File: src/rtl/uart_rx_oversample.sv
// rtl/uart_rx_oversample.sv - 16x oversampling UART receiver with optional parity
//
// Receives asynchronous serial frames (start, DATA_BITS payload LSB first,
// optional parity, one stop bit) using a 16x-baud tick enable. Bits are sampled
// at mid-bit. A stop bit sampled low reports a framing error, and the receiver
// waits in BREAK until the line returns high.
//
// Ports:
//   clk           in   system clock, rising edge
//   reset         in   synchronous active-high reset
//   tick          in   16x-baud enable, one clk wide
//   rx            in   asynchronous serial line, idles high
//   rx_data       out  last received payload
//   rx_valid      out  one-clk pulse when rx_data / error flags update
//   rx_frame_err  out  stop bit of the last frame sampled low
//   rx_parity_err out  parity mismatch on the last frame (0 without parity)
//   busy          out  receiver is not idle

module uart_rx_oversample #(
  parameter int DATA_BITS  = 8,
  parameter int PARITY_EN  = 0,
  parameter int PARITY_ODD = 0
) (
  input  logic                 clk,
  input  logic                 reset,
  input  logic                 tick,
  input  logic                 rx,
  output logic [DATA_BITS-1:0] rx_data,
  output logic                 rx_valid,
  output logic                 rx_frame_err,
  output logic                 rx_parity_err,
  output logic                 busy
);

  typedef enum logic [2:0] {
    IDLE   = 3'd0,
    START  = 3'd1,
    DATA   = 3'd2,
    PARITY = 3'd3,
    STOP   = 3'd4,
    BREAK  = 3'd5
  } state_t;

  localparam logic [2:0] LAST_IDX = 3'(DATA_BITS - 1);
  localparam logic       ODD_BIT  = (PARITY_ODD != 0);
  localparam logic       PAR_USED = (PARITY_EN != 0);

  state_t               state, state_n;
  logic                 rx_meta, rx_s;
  logic [3:0]           cnt, cnt_n;
  logic [2:0]           idx, idx_n;
  logic [DATA_BITS-1:0] shreg, shreg_n;
  logic                 par_err, par_err_n;
  logic                 load;

  always_comb begin
    state_n   = state;
    cnt_n     = cnt;
    idx_n     = idx;
    shreg_n   = shreg;
    par_err_n = par_err;
    load      = 1'b0;

    case (state)
      IDLE: begin
        // A tick arriving together with the start detection is not counted.
        cnt_n = 4'd0;
        if (!rx_s) begin
          state_n = START;
        end
      end

      START: begin
        if (tick) begin
          if (cnt == 4'd7) begin
            cnt_n = 4'd0;
            idx_n = 3'd0;
            // Line back high at mid start bit: treat as a glitch.
            state_n = rx_s ? IDLE : DATA;
          end else begin
            cnt_n = cnt + 4'd1;
          end
        end
      end

      DATA: begin
        if (tick) begin
          if (cnt == 4'd15) begin
            shreg_n = {rx_s, shreg[DATA_BITS-1:1]};
            cnt_n   = 4'd0;
            idx_n   = idx + 3'd1;
            if (idx == LAST_IDX) begin
              state_n = PAR_USED ? PARITY : STOP;
            end
          end else begin
            cnt_n = cnt + 4'd1;
          end
        end
      end

      PARITY: begin
        if (tick) begin
          if (cnt == 4'd15) begin
            // Error when the XOR of payload and parity bit differs from the
            // selected sense (0 = even, 1 = odd).
            par_err_n = (^shreg) ^ rx_s ^ ODD_BIT;
            cnt_n     = 4'd0;
            state_n   = STOP;
          end else begin
            cnt_n = cnt + 4'd1;
          end
        end
      end

      STOP: begin
        if (tick) begin
          if (cnt == 4'd15) begin
            load    = 1'b1;
            cnt_n   = 4'd0;
            state_n = rx_s ? IDLE : BREAK;
          end else begin
            cnt_n = cnt + 4'd1;
          end
        end
      end

      BREAK: begin
        // Held line-low condition; no start detection until the line is high.
        cnt_n = 4'd0;
        if (rx_s) begin
          state_n = IDLE;
        end
      end

      default: begin
        state_n = IDLE;
        cnt_n   = 4'd0;
      end
    endcase
  end

  always_ff @(posedge clk) begin
    if (reset) begin
      rx_meta       <= 1'b1;
      rx_s          <= 1'b1;
      state         <= IDLE;
      cnt           <= 4'd0;
      idx           <= 3'd0;
      shreg         <= '0;
      par_err       <= 1'b0;
      rx_data       <= '0;
      rx_valid      <= 1'b0;
      rx_frame_err  <= 1'b0;
      rx_parity_err <= 1'b0;
    end else begin
      rx_meta  <= rx;
      rx_s     <= rx_meta;
      state    <= state_n;
      cnt      <= cnt_n;
      idx      <= idx_n;
      shreg    <= shreg_n;
      par_err  <= par_err_n;
      rx_valid <= load;
      if (load) begin
        rx_data       <= shreg;
        rx_frame_err  <= ~rx_s;
        rx_parity_err <= PAR_USED & par_err;
      end
    end
  end

  assign busy = (state != IDLE);

endmodule
File: config.mk
export PLATFORM = sky130hd
export DESIGN_NAME = uart_rx_oversample
export DESIGN_NICKNAME = d
export VERILOG_FILES = /design/src/rtl/uart_rx_oversample.sv
export SDC_FILE = /design/constraint.sdc
export NUM_CORES = 1
export LEC_CHECK = 0
export ABC_AREA = 1
export CORE_MARGIN = 2
export CORE_UTILIZATION = 58
export DETAILED_ROUTE_END_ITERATION = 7
export PLACE_DENSITY_LB_ADDON = 0.12
export SLEW_MARGIN = 20
export SYNTH_ARGS = -nofsm -noshare
export SYNTH_HDL_FRONTEND = slang
export SYNTH_SLANG_ARGS = --single-unit
File: constraint.sdc
create_clock -name clk -period 2.87 [get_ports clk]
set_input_delay 0.287 -clock clk [delete_from_list [all_inputs] [get_ports clk]]
set_output_delay 0.287 -clock clk [all_outputs]
set_load 0.02 [all_outputs]
* Word-level counts from Yosys, hierarchy flattened
Index checks and enable logic that the tools add are counted.
** Word-level totals
- Logic and storage cells :: 67
- Register bits after elaboration :: 30
** Cells by class
- Muxes and demuxes :: 27
- Add/subtract/negate cells :: 2
- Bitwise gates (word level) :: 1
- Equal/unequal tests :: 20
- Reductions and logical operators :: 8
** Operators with widths (number)
- two-way mux 3 bit :: 16
- != test 2 bit (second input constant) :: 11
- case mux 3 bit (6 select lines) :: 1
- two-way mux 4 bit :: 4
- AND reduction 11 bit :: 1
- equality test 3 bit (second input constant) :: 3
- case mux 4 bit (2 select lines) :: 1
- equality test 3 x 2 -> 1 bit (second input constant) :: 2
- case mux 3 bit (2 select lines) :: 1
- AND reduction 5 bit :: 1
- adder 4 x 1 -> 4 bit (second input constant) :: 1
- equality test 4 x 3 -> 1 bit (second input constant) :: 1
- equality test 4 bit (second input constant) :: 1
- adder 3 x 1 -> 3 bit (second input constant) :: 1
- equality test 3 x 1 -> 1 bit (second input constant) :: 1
- zero test 3 bit :: 1
- two-way mux 1 bit :: 3
- AND reduction 3 bit :: 1
- nonzero test 3 bit :: 1
- OR reduction 3 bit :: 1
- two-way mux 2 bit :: 1
- != test 2 x 1 -> 1 bit (second input constant) :: 1
- AND reduction 2 bit :: 1
- nonzero test 2 bit :: 1
- NOT 1 bit :: 1

* Longest topological paths before layout
Gate-level depths: netlist of run 1.
- Depth after elaboration :: 5
- Depth in mapped cells :: 10
- Gate-level depth less buffers :: 10

* Worst setup path before layout of run 1
OpenSTA, ideal clock, no wires.
- Path kind :: reg-to-reg
- From :: register cnt[0]
- To :: register state[1]
- Required time :: 2757 ps
- Clock period less this slack :: 1288 ps
- Setup slack :: 1582 ps
- Setup time :: 113 ps
- Buffers on the path :: 0
- Arrival :: 1175 ps
- Stages on the path, launching flop included :: 9
- Cell sequence :: dfxtp_1 ha_1 nand3_1 nand3_1 nand2_1 nor2_1 nand3_1 nand2_1 nor2_1
** Between the ends
- Cells in the longest elaborated chain, start to end :: 3
** RTL lines
- start, declared :: line 50 : logic [3:0] cnt, cnt_n;
- start signal, assigned :: line 159 : cnt <= cnt_n;
- equality test 4 bit or equality test 4 x 3 -> 1 bit (tied branches)
- != test 2 bit (no line)
- AND reduction 11 bit (no line) *
- end signal, assigned :: line 158 : state <= state_n;
- end, declared :: line 48 : state_t state, state_n;
Every way passes the cells marked *; elsewhere a longest branch is shown, timed or not.
A chain may end at the register's enable or synchronous reset.

* Worst setup path after layout of run 1
- From :: register state[0]
- To :: output port busy
** Between the ends
- Cells in the longest elaborated chain, start to end :: 1
** RTL lines
- nonzero test 3 bit :: line 172 : assign busy = (state != IDLE);
- end, declared :: line 32 : output logic busy
Every way passes these cells.

==> results of run 1 <==
how the worst min path moves through the flow:
stage                                  start                  end  slack [ns]
after global placement    rx_meta$_SDFF_PP1_      rx_s$_SDFF_PP1_        0.40
after detailed placement  rx_meta$_SDFF_PP1_      rx_s$_SDFF_PP1_        0.40
after CTS                 rx_meta$_SDFF_PP1_      rx_s$_SDFF_PP1_        0.42
after global routing      rx_meta$_SDFF_PP1_      rx_s$_SDFF_PP1_        0.44
after floorplan                        reset  cnt[3]$_SDFFE_PP0P_        0.36
final                     rx_meta$_SDFF_PP1_      rx_s$_SDFF_PP1_        0.42
critical path, delay by kind of cell (launching register included):
| kind | cells | cell delay, ns |
|---|---|---|
| buf+inv | 1 | 0.60 |
| flops | 1 | 0.53 |
| simple gates | 2 | 0.21 |
synthesized netlist by cell type, types with 4 or more instances:
cell type	number	area (um^2)
nand3_1	15	75.1
nor2_1	51	191
a21oi_1	4	20.0
nand2_1	29	109
dfxtp_1	30	601
inv_2	5	18.8
inv_1	10	37.5
o21ai_0	19	95.1
registers in the layout, summed over array words and instances, names as in the netlist:
| register | flops |
|---|---|
| rx_s | 1 |
| shreg | 8 |
| idx | 3 |
| rx_meta | 1 |
| rx_frame_err | 1 |
| state | 3 |
| cnt | 4 |
| rx_data | 8 |
| rx_valid | 1 |
where the power goes:
group | total, mW | internal, mW | switching [mW]
registers | 0.496 | 0.450 | 0.0461
logic | 0.485 | 0.169 | 0.316
clock network | 0.268 | 0.118 | 0.151
total | 1.25 | 0.737 | 0.513
placed cells by master (no fill, tap or decap):
master,instances
nor3_1,1
ha_1,3
nand3_1,15
clkdlybuf4s50_1,14
nand2_4,2
nor2_2,3
dfxtp_1,30
nand4_1,1
or2_2,3
clkbuf_8,1
inv_1,10
nand2_1,29
nand2_2,3
clkbuf_4,5
a211oi_2,1
inv_4,1
o21ai_0,19
o21ai_1,2
a21oi_1,4
conb_1,1
xor2_1,1
inv_2,5
mux2i_1,1
clkinv_2,1
nand3_2,2
nor2_4,3
clkinvlp_4,1
nor2_1,51
per-stage QoR:
step	cells	setup slack [ns]	cell area (um^2)	total power, mW	hold slack [ns]
global placement	233	1.15	1560	0.968	0.395
CTS	241	0.919	1620	1.25	0.421
floorplan	196	1.58	1420	0.885	0.356
detailed placement	233	1.10	1560	0.986	0.397
global route	241	0.844	1620	1.34	0.435
finish	241	0.923	1620	1.25	0.420
cells by family after synthesis:
kind of cell	share of synthesized area, %
mux	0.705
flops	42.3
compound gates	9.70
other cells	0.264
simple gates	36.6
buf+inv	7.14
fa+ha+maj	2.65
xor+xnor	0.617
per-layer routing:
layer / track usage [%] / part of all wire, % / up-vias
met1: 28.2 / 46 / 554
met4: 13.2 / 0.90 / 0
li1: - / - / 654
met5: 0 / 0 / -
met2: 40.1 / 49 / 27
met3: 6.21 / 4.0 / 2
layout make-up:
| cell class | instances | share of cell area (%) |
|---|---|---|
| multi-input cells | 145 | 44.3 |
| flip-flops and latches | 30 | 37.1 |
| repair buffers | 14 | 8.66 |
| inverters | 16 | 3.86 |
| clock buffers | 6 | 3.17 |
| well taps | 28 | 2.16 |
| clock inverters | 2 | 0.773 |
==> out/summary.log, run 1 <==
INFO  run_status     status=finished, final reports clean
INFO  route          drcViolationCount=0
INFO  sta            worst_slew_margin_rel=62.1%
INFO  route          vias_per_cell=5.13
INFO  floorplan      fp-row-count=17
INFO  cells_and_area footprint_of_the_flip_flops_and_latches=601um^2
INFO  critical_path  critical_path.cell_chain=nor2_1 -> nand2_1 -> clkdlybuf4s50_1
INFO  clocking       clockRootBuffer=clkbuf_4
INFO  cells_and_area fillerInstances=192
INFO  run            max_cap_viol_count=0
INFO  sta            rsz0062_at_grt=false
INFO  global_route   grt-ovfl-total=0
INFO  worst_hold_path hold-path-cell-count=1
INFO  clocking       post_cts_resized=0
INFO  critical_path  critPathCaptureType=primary output
INFO  route          total_via_count_after_detailed_routing=1237
INFO  critical_path  timing.reg2reg.setup_slack=1.31ns
INFO  critical_path  crit_fanout=8
INFO  place          gp_congestion=0.944
INFO  cells_and_area multi_input_area=717um^2
INFO  clocking       clock_sinks=30
INFO  clocking       clock_pin_slew_worst_setup_and_hold_paths=0.10ns
INFO  place          numPortBuffers=14
INFO  global_route   largest_net_degree_at_the_start_of_global_routing=25
INFO  pwr            vdd.ir_drop.worst=489uV
INFO  route          post_drt_wl_per_cell=11.9um
INFO  clocking       postCtsSetupBuffers=0
INFO  clocking       post_cts_hold_buffer_count=0
INFO  critical_path  critical-path-slowest-cell=clkdlybuf4s50_1
INFO  clocking       cts-buffers-inserted=5
INFO  synth          synth.yosys.warnings=0
INFO  route          first_iter_violations=35
INFO  global_route   groute.usage.overall=24.2%
INFO  synth          postSynthRegisterBits=30
INFO  critical_path  cp-start-kind=register
INFO  cells_and_area synthToLayoutAreaGrowth=14.1%
INFO  sta            layout_min_cycle_time=1.95ns
INFO  floorplan      floorplan.die_area=0.00286mm^2
INFO  critical_path  worstSetupStartpoint=state[0]$_SDFFE_PP0P_
INFO  critical_path  critPathArrivalTime=1.66ns
INFO  sta            maxClockFrequency=514MHz
INFO  floorplan      core_region_area=0.00225mm^2
INFO  synth          async_reset_ff_share=0%
INFO  critical_path  worstRegToRegCells=8
INFO  floorplan      fp.dieW=53.5um
INFO  clocking       deepest_clock_path_buffer_count=2
INFO  floorplan      initial_core_util=62.9%
INFO  clocking       cts_tree=yes
INFO  synth          synth.cell_area=0.00142mm^2
INFO  synth          synth_nets=203
INFO  cells_and_area post_route_cells_drive_above_1_share=14.6%
INFO  route          ant_nets=0
INFO  critical_path  worst_ep_required_time=2.58ns
INFO  synth          synth_enable_flop_cells=0
INFO  sta            setup_viol=0
INFO  global_route   grt_pass1_wl=4.84mm
INFO  critical_path  crit_path_end=busy
INFO  floorplan      design.portCount=16
INFO  synth          post_synth_num_cell_types=27
INFO  pwr            power.leakage=0.701nW
INFO  clocking       htreeDepth=2
INFO  worst_hold_path min_path_type=reg -> reg
INFO  sta            setup_total_negative_slack=0ns
INFO  cells_and_area final_core_util=71.8%
INFO  cells_and_area final_net_count=219
INFO  sta            worst-slew-pin-transition=0.569ns
INFO  global_route   vias_in_the_first_global_route=1164
INFO  synth          synth_top_flop_cell=dfxtp_1
INFO  sta            final_max_slew_viol_count=0
INFO  synth          syn_avg_cell_area=7.24um^2
INFO  place          dp_hpwl=2.12mm
INFO  sta            layout_worst_path_cycle_share=67.8%
INFO  floorplan      floorplan.die.height=53.5um
INFO  pwr            power_per_cell_area=772mW/mm^2
INFO  critical_path  cp_slowest_stage_delay=0.60ns
INFO  critical_path  reg2reg_from=cnt[0]$_SDFFE_PP0P_
INFO  critical_path  setup.worst_path.class=reg -> out
INFO  route          wl=2.88mm
INFO  global_route   antenna_found_initial=0
INFO  synth          ys_seq_area_share=42.3%
INFO  critical_path  crit-reg2reg-capture=state[2]$_SDFFE_PP0P_
INFO  cells_and_area antenna_cells_inserted=0
INFO  sta            hold_violations=0
INFO  route          drt_pre_antenna_iters=4
INFO  synth          syn-instance-count=196
INFO  clocking       clk_latency=0.33ns
INFO  sta            fin_skew=0.00563ns
Note: power is estimated with default switching activity, not from simulation.
==> run 2, diff against run 1 <==
Settings changed: CORE_UTILIZATION 58 to 49.
Clock period 2.87 ns to 1.79 ns, I/O delays scaled along.
==> out/summary.log, run 2 (same netlist as run 1, synthesis figures left out) <==
INFO  run_status     status=finished, final reports clean
INFO  critical_path  cp_slowest_stage_delay=0.59ns
INFO  sta            layout_min_cycle_time=1.70ns
INFO  cells_and_area antenna_cells_inserted=0
INFO  route          drcViolationCount=0
INFO  critical_path  critical-path-slowest-cell=clkdlybuf4s50_1
INFO  global_route   largest_net_degree_at_the_start_of_global_routing=25
INFO  critical_path  cp-start-kind=register
INFO  critical_path  crit_fanout=8
INFO  place          numPortBuffers=14
INFO  sta            setup_total_negative_slack=0ns
INFO  clocking       clock_pin_slew_worst_setup_and_hold_paths=0.10ns
INFO  cells_and_area post_route_cells_drive_above_1_share=16.7%
INFO  pwr            power_per_cell_area=1210mW/mm^2
INFO  cells_and_area synthToLayoutAreaGrowth=15.7%
INFO  route          vias_per_cell=5.03
INFO  pwr            post-layout-total-power=1.99mW
INFO  clocking       clk_latency=0.32ns
INFO  sta            maxClockFrequency=587MHz
INFO  worst_hold_path hold-path-cell-count=2
INFO  cells_and_area reg_top3=rx_data x8, shreg x8, cnt x4
INFO  global_route   vias_in_the_first_global_route=1176
INFO  route          post_drt_wl_per_cell=11.3um
INFO  route          wl=2.77mm
INFO  floorplan      initial_core_util=51.5%
INFO  worst_hold_path worst_hold_startpoint=rx
INFO  route          total_via_count_after_detailed_routing=1237
INFO  global_route   grt-ovfl-total=0
INFO  worst_hold_path hold_path_end=rx_meta$_SDFF_PP1_
INFO  global_route   grt_pass1_wl=4.75mm
INFO  floorplan      core_region_area=0.00276mm^2
INFO  critical_path  critPathArrivalTime=1.53ns
INFO  cells_and_area final_common_cell=nor2_1
INFO  floorplan      floorplan.die.height=57.8um
INFO  critical_path  worst_ep_required_time=1.61ns
INFO  critical_path  crit-reg2reg-capture=state[1]$_SDFFE_PP0P_
INFO  critical_path  worstRegToRegCells=8
INFO  sta            layout_worst_path_cycle_share=95.2%
INFO  critical_path  setup.worst_path.class=reg -> out
INFO  worst_hold_path min_path_type=in -> reg
INFO  place          gp_congestion=0.865
INFO  route          ant_nets=0
INFO  critical_path  critPathCaptureType=primary output
INFO  route          first_iter_violations=28
INFO  clocking       clock_sinks=30
INFO  run            max_cap_viol_count=0
INFO  sta            setup_viol=0
INFO  clocking       cts_tree=yes
INFO  pwr            vdd.ir_drop.worst=704uV
INFO  clocking       clockRootBuffer=clkbuf_4
INFO  pwr            power.leakage=0.711nW
INFO  sta            hold_violations=0
INFO  place          dp_hpwl=2.09mm
INFO  floorplan      fp-row-count=19
INFO  floorplan      fp.dieW=57.8um
INFO  clocking       postCtsSetupBuffers=0
INFO  route          drt_pre_antenna_iters=4
INFO  global_route   antenna_found_initial=0
INFO  sta            fin_skew=0.0119ns
INFO  critical_path  reg2reg_from=cnt[0]$_SDFFE_PP0P_
INFO  floorplan      floorplan.die_area=0.00334mm^2
INFO  clocking       htreeDepth=2
INFO  cells_and_area leading_cell_types_in_the_layout_fill_and_taps_excluded=51 x nor2_1, 29 x nand2_1, 27 x dfxtp_1, 19 x o21ai_0, 15 x nand3_1
INFO  sta            rsz0062_at_grt=false
INFO  critical_path  timing.reg2reg.setup_slack=0.31ns
INFO  cells_and_area final_net_count=221
INFO  floorplan      design.portCount=16
INFO  clocking       deepest_clock_path_buffer_count=2
INFO  clocking       cts-buffers-inserted=5
INFO  sta            final_max_slew_viol_count=0
INFO  global_route   groute.usage.overall=18.5%
INFO  critical_path  critical_path.cell_chain=nor2_1 -> nand2_1 -> clkdlybuf4s50_1
-- run 2: cell count changes in the layout (fill, tap and decap cells not counted), sizes merged --
cell,delta
buf,+2
-- run 2: metrics by stage --
step | cells | hold WS [ns] | setup slack, ns | instance area, um^2 | utilization [%]
global placement | 238 | 0.406 | 0.313 | 1570 | 57.1
detailed placement | 238 | 0.403 | 0.300 | 1570 | 57.1
CTS | 246 | 0.406 | 0.0130 | 1640 | 59.4
floorplan | 196 | 0.248 | 0.502 | 1420 | -
finish | 246 | 0.421 | 0.0858 | 1640 | 59.5
global route | 246 | 0.428 | 0.0384 | 1640 | 59.5
-- run 2: repair_timing --
action,CTS,global route
endpoints found under the setup margin,1,1
endpoints found under the hold margin,0,0
resized for setup,1,2
hold buffers,0,0
pin swaps,0,0
-- run 2: worst max-delay path by stage --
stage                                from                    end
floorplan             cnt[0]$_SDFFE_PP0P_  state[1]$_SDFFE_PP0P_
global placement                     tick  shreg[7]$_SDFFE_PP0P_
detailed placement                   tick  shreg[7]$_SDFFE_PP0P_
CTS                 state[2]$_SDFFE_PP0P_                   busy
global route        state[0]$_SDFFE_PP0P_                   busy
finish              state[0]$_SDFFE_PP0P_                   busy
-- run 2: layout make-up --
class / count / area [um^2]
clock buffers: 6 / 51.3
clock inverters: 2 / 12.5
fillers: 248 / 1120
inverters: 16 / 62.6
multi-input cells: 145 / 717
flip-flops and latches: 30 / 604
well taps: 31 / 38.8
repair buffers: 16 / 155
-- run 2: routing by layer --
metal | part of all wire (%) | vias to the layer above | track usage, %
li1 | - | 658 | -
met4 | 1.3 | 0 | 11.0
met2 | 49 | 25 | 29.9
met5 | 0 | - | 0
met3 | 4.6 | 4 | 4.46
met1 | 45 | 550 | 22.4
-- run 2: worst max-delay path: cells and delay by family, from the launching register on --
family,cells,cell delay [ns]
flops,1,0.44
buf+inv,1,0.59
simple gates,2,0.17
-- run 2: report_power, final --
group          leakage, nW  total (mW)  internal [mW]  switching, mW
sequential           0.244       0.802          0.728         0.0743
clock               0.0343       0.425          0.189          0.237
combinational        0.433       0.766          0.276          0.490
==> run 3, diff against run 2 <==
Settings changed: ABC_AREA 1 to unset, TNS_END_PERCENT set to 5.
==> out/summary.log, run 3 <==
INFO  run_status     status=finished, final reports clean
INFO  sta            rsz0062_at_grt=false
INFO  synth          synth_top_cells_by_count=30 x dfxtp_1, 27 x nor2_1, 18 x mux2i_1, 7 x nand3_1
INFO  sta            fin_skew=0.00841ns
INFO  global_route   antenna_found_initial=0
INFO  worst_hold_path min_path_type=reg -> reg
INFO  sta            layout_worst_path_cycle_share=93.0%
INFO  synth          dominant_cell_by_count_in_the_synthesized_netlist=dfxtp_1
INFO  global_route   groute.usage.overall=17.8%
INFO  critical_path  critPathCaptureType=primary output
INFO  route          wl=2.41mm
INFO  place          numPortBuffers=14
INFO  floorplan      design.portCount=16
INFO  synth          syn-instance-count=147
INFO  synth          synth.top_cell.area_share=44.3%
INFO  clocking       deepest_clock_path_buffer_count=2
INFO  synth          synth.yosys.warnings=0
INFO  clocking       clk_latency=0.32ns
INFO  clocking       clock_pin_slew_worst_setup_and_hold_paths=0.09ns
INFO  route          total_via_count_after_detailed_routing=1046
INFO  cells_and_area layout.cells.non_filler=197
INFO  clocking       clock_sinks=30
INFO  cells_and_area leading_cell_types_in_the_layout_fill_and_taps_excluded=29 x dfxtp_1, 27 x nor2_1, 18 x mux2i_1, 13 x clkdlybuf4s50_1, 8 x buf_4
INFO  synth          synth.cell_area=0.00136mm^2
INFO  critical_path  crit_fanout=12
INFO  cells_and_area multi_input_area=684um^2
INFO  synth          synth.top_cells.by_area=dfxtp_1 44%, mux2i_1 13%, nor2_1 7.5%
INFO  cells_and_area fillerInstances=245
INFO  sta            final_max_slew_viol_count=0
INFO  route          drt_pre_antenna_iters=4
INFO  clocking       cts-buffers-inserted=5
INFO  synth          synth_nets=154
INFO  synth          post_synth_num_cell_types=37
INFO  route          ant_nets=0
INFO  synth          synth_enable_flop_cells=0
INFO  route          drcViolationCount=0
INFO  critical_path  critPathArrivalTime=1.48ns
INFO  floorplan      core_region_area=0.00269mm^2
INFO  pwr            power.leakage=0.566nW
INFO  synth          synth_top_flop_cell=dfxtp_1
INFO  route          first_iter_violations=16
INFO  cells_and_area final_net_count=172
INFO  global_route   vias_in_the_first_global_route=1018
INFO  global_route   largest_net_degree_at_the_start_of_global_routing=18
INFO  synth          syn_avg_cell_area=9.22um^2
INFO  floorplan      fp-row-count=19
INFO  cells_and_area antenna_cells_inserted=0
INFO  cells_and_area synthToLayoutAreaGrowth=18.6%
INFO  pwr            power_per_cell_area=854mW/mm^2
INFO  critical_path  setup.worst_path.class=reg -> out
INFO  synth          netlist.top_cell.by_area=dfxtp_1
INFO  floorplan      floorplan.die.height=56.6um
INFO  clocking       clockRootBuffer=clkbuf_4
INFO  critical_path  worst_ep_required_time=1.61ns
INFO  cells_and_area footprint_of_the_flip_flops_and_latches=602um^2
INFO  synth          ys_seq_area_share=44.3%
INFO  floorplan      fp.dieW=56.6um
INFO  clocking       htreeDepth=2
INFO  place          dp_hpwl=1.79mm
INFO  pwr            vdd.ir_drop.worst=643uV
INFO  cells_and_area final_core_util=59.8%
INFO  critical_path  cp-start-kind=register
INFO  global_route   grt_pass1_wl=4.34mm
INFO  floorplan      initial_core_util=50.4%
INFO  run            max_cap_viol_count=0
INFO  synth          postSynthRegisterBits=30
INFO  synth          async_reset_ff_share=0%
INFO  sta            layout_min_cycle_time=1.66ns
INFO  sta            setup_total_negative_slack=0ns
INFO  sta            hold_violations=0
INFO  route          post_drt_wl_per_cell=12.2um
INFO  sta            timing.hold.ws=0.416ns
INFO  global_route   grt-ovfl-total=0
INFO  clocking       cts_tree=yes
INFO  route          vias_per_cell=5.31
INFO  place          gp_congestion=0.813
INFO  cells_and_area post_route_cells_drive_above_1_share=13.9%
INFO  clocking       post_cts_hold_buffer_count=0
INFO  place          dp.cells=189
INFO  floorplan      floorplan.die_area=0.00320mm^2
INFO  cells_and_area reg_top3=rx_data x8, shreg x8, cnt x4
INFO  cells_and_area final_common_cell=dfxtp_1
INFO  worst_hold_path hold-path-cell-count=1
INFO  sta            setup_viol=0
INFO  critical_path  worstRegToRegCells=5
INFO  pwr            post-layout-total-power=1.37mW
INFO  sta            maxClockFrequency=601MHz
[run 3: kinds of logic after synthesis]
group	share of synthesized area, %
compound gates	8.87
xor+xnor	1.29
fa+ha+maj	2.77
buf+inv	5.82
flops	44.3
mux	14.1
other cells	0.277
simple gates	22.5
[run 3: critical path: stages (launching register included)]
cell and delay (ns):
dfxtp_1 0.32, buf_4 0.16, or3_1 0.36, dlygate4sd2_1 0.33
[run 3: what timing repair did]
item                                   CTS  global route
setup endpoints to repair                1             1
setup buffers                            0             0
resized for setup                        2             2
pin swaps                                0             0
endpoints found under the hold margin    0             0
[run 3: final cells by class]
cell class              instances  share of cell area [%]
well taps                      31                    2.41
repair buffers                 22                    12.4
flip-flops and latches         30                    37.5
clock inverters                 1                    1.87
inverters                       2                   0.467
multi-input cells             104                    42.6
clock buffers                   7                    2.80
[run 3: per-stage QoR]
step                cell area [um^2]  setup WS [ns]
global placement                1530         0.0490
finish                          1610          0.126
CTS                             1600          0.109
floorplan                       1360         0.0384
global route                    1610         0.0290
detailed placement              1530         0.0200
[run 3: per-layer routing]
metal,vias up,wire length (um),global-route usage (%)
met5,-,0,0
met4,0,44,8.50
met3,4,94,7.14
met2,16,1160,28.4
met1,491,1100,20.6
li1,535,-,-
[run 3: report_power, final]
group / total (mW) / switching [mW] / leakage (nW) / internal, mW
sequential: 0.683 / 0.00590 / 0.243 / 0.677
combinational: 0.173 / 0.0970 / 0.284 / 0.0756
clock: 0.517 / 0.221 / 0.0395 / 0.296
[run 3: path summary, 6_finish.rpt]
kind | from | end | slack (ns)
max | state[0]$_SDFFE_PP0P_ | busy | 0.13
max reg2reg | cnt[3]$_SDFFE_PP0P_ | shreg[2]$_SDFFE_PP0P_ | 0.16
min reg2reg | rx_meta$_SDFF_PP1_ | rx_s$_SDFF_PP1_ | 0.42
min | rx_meta$_SDFF_PP1_ | rx_s$_SDFF_PP1_ | 0.42
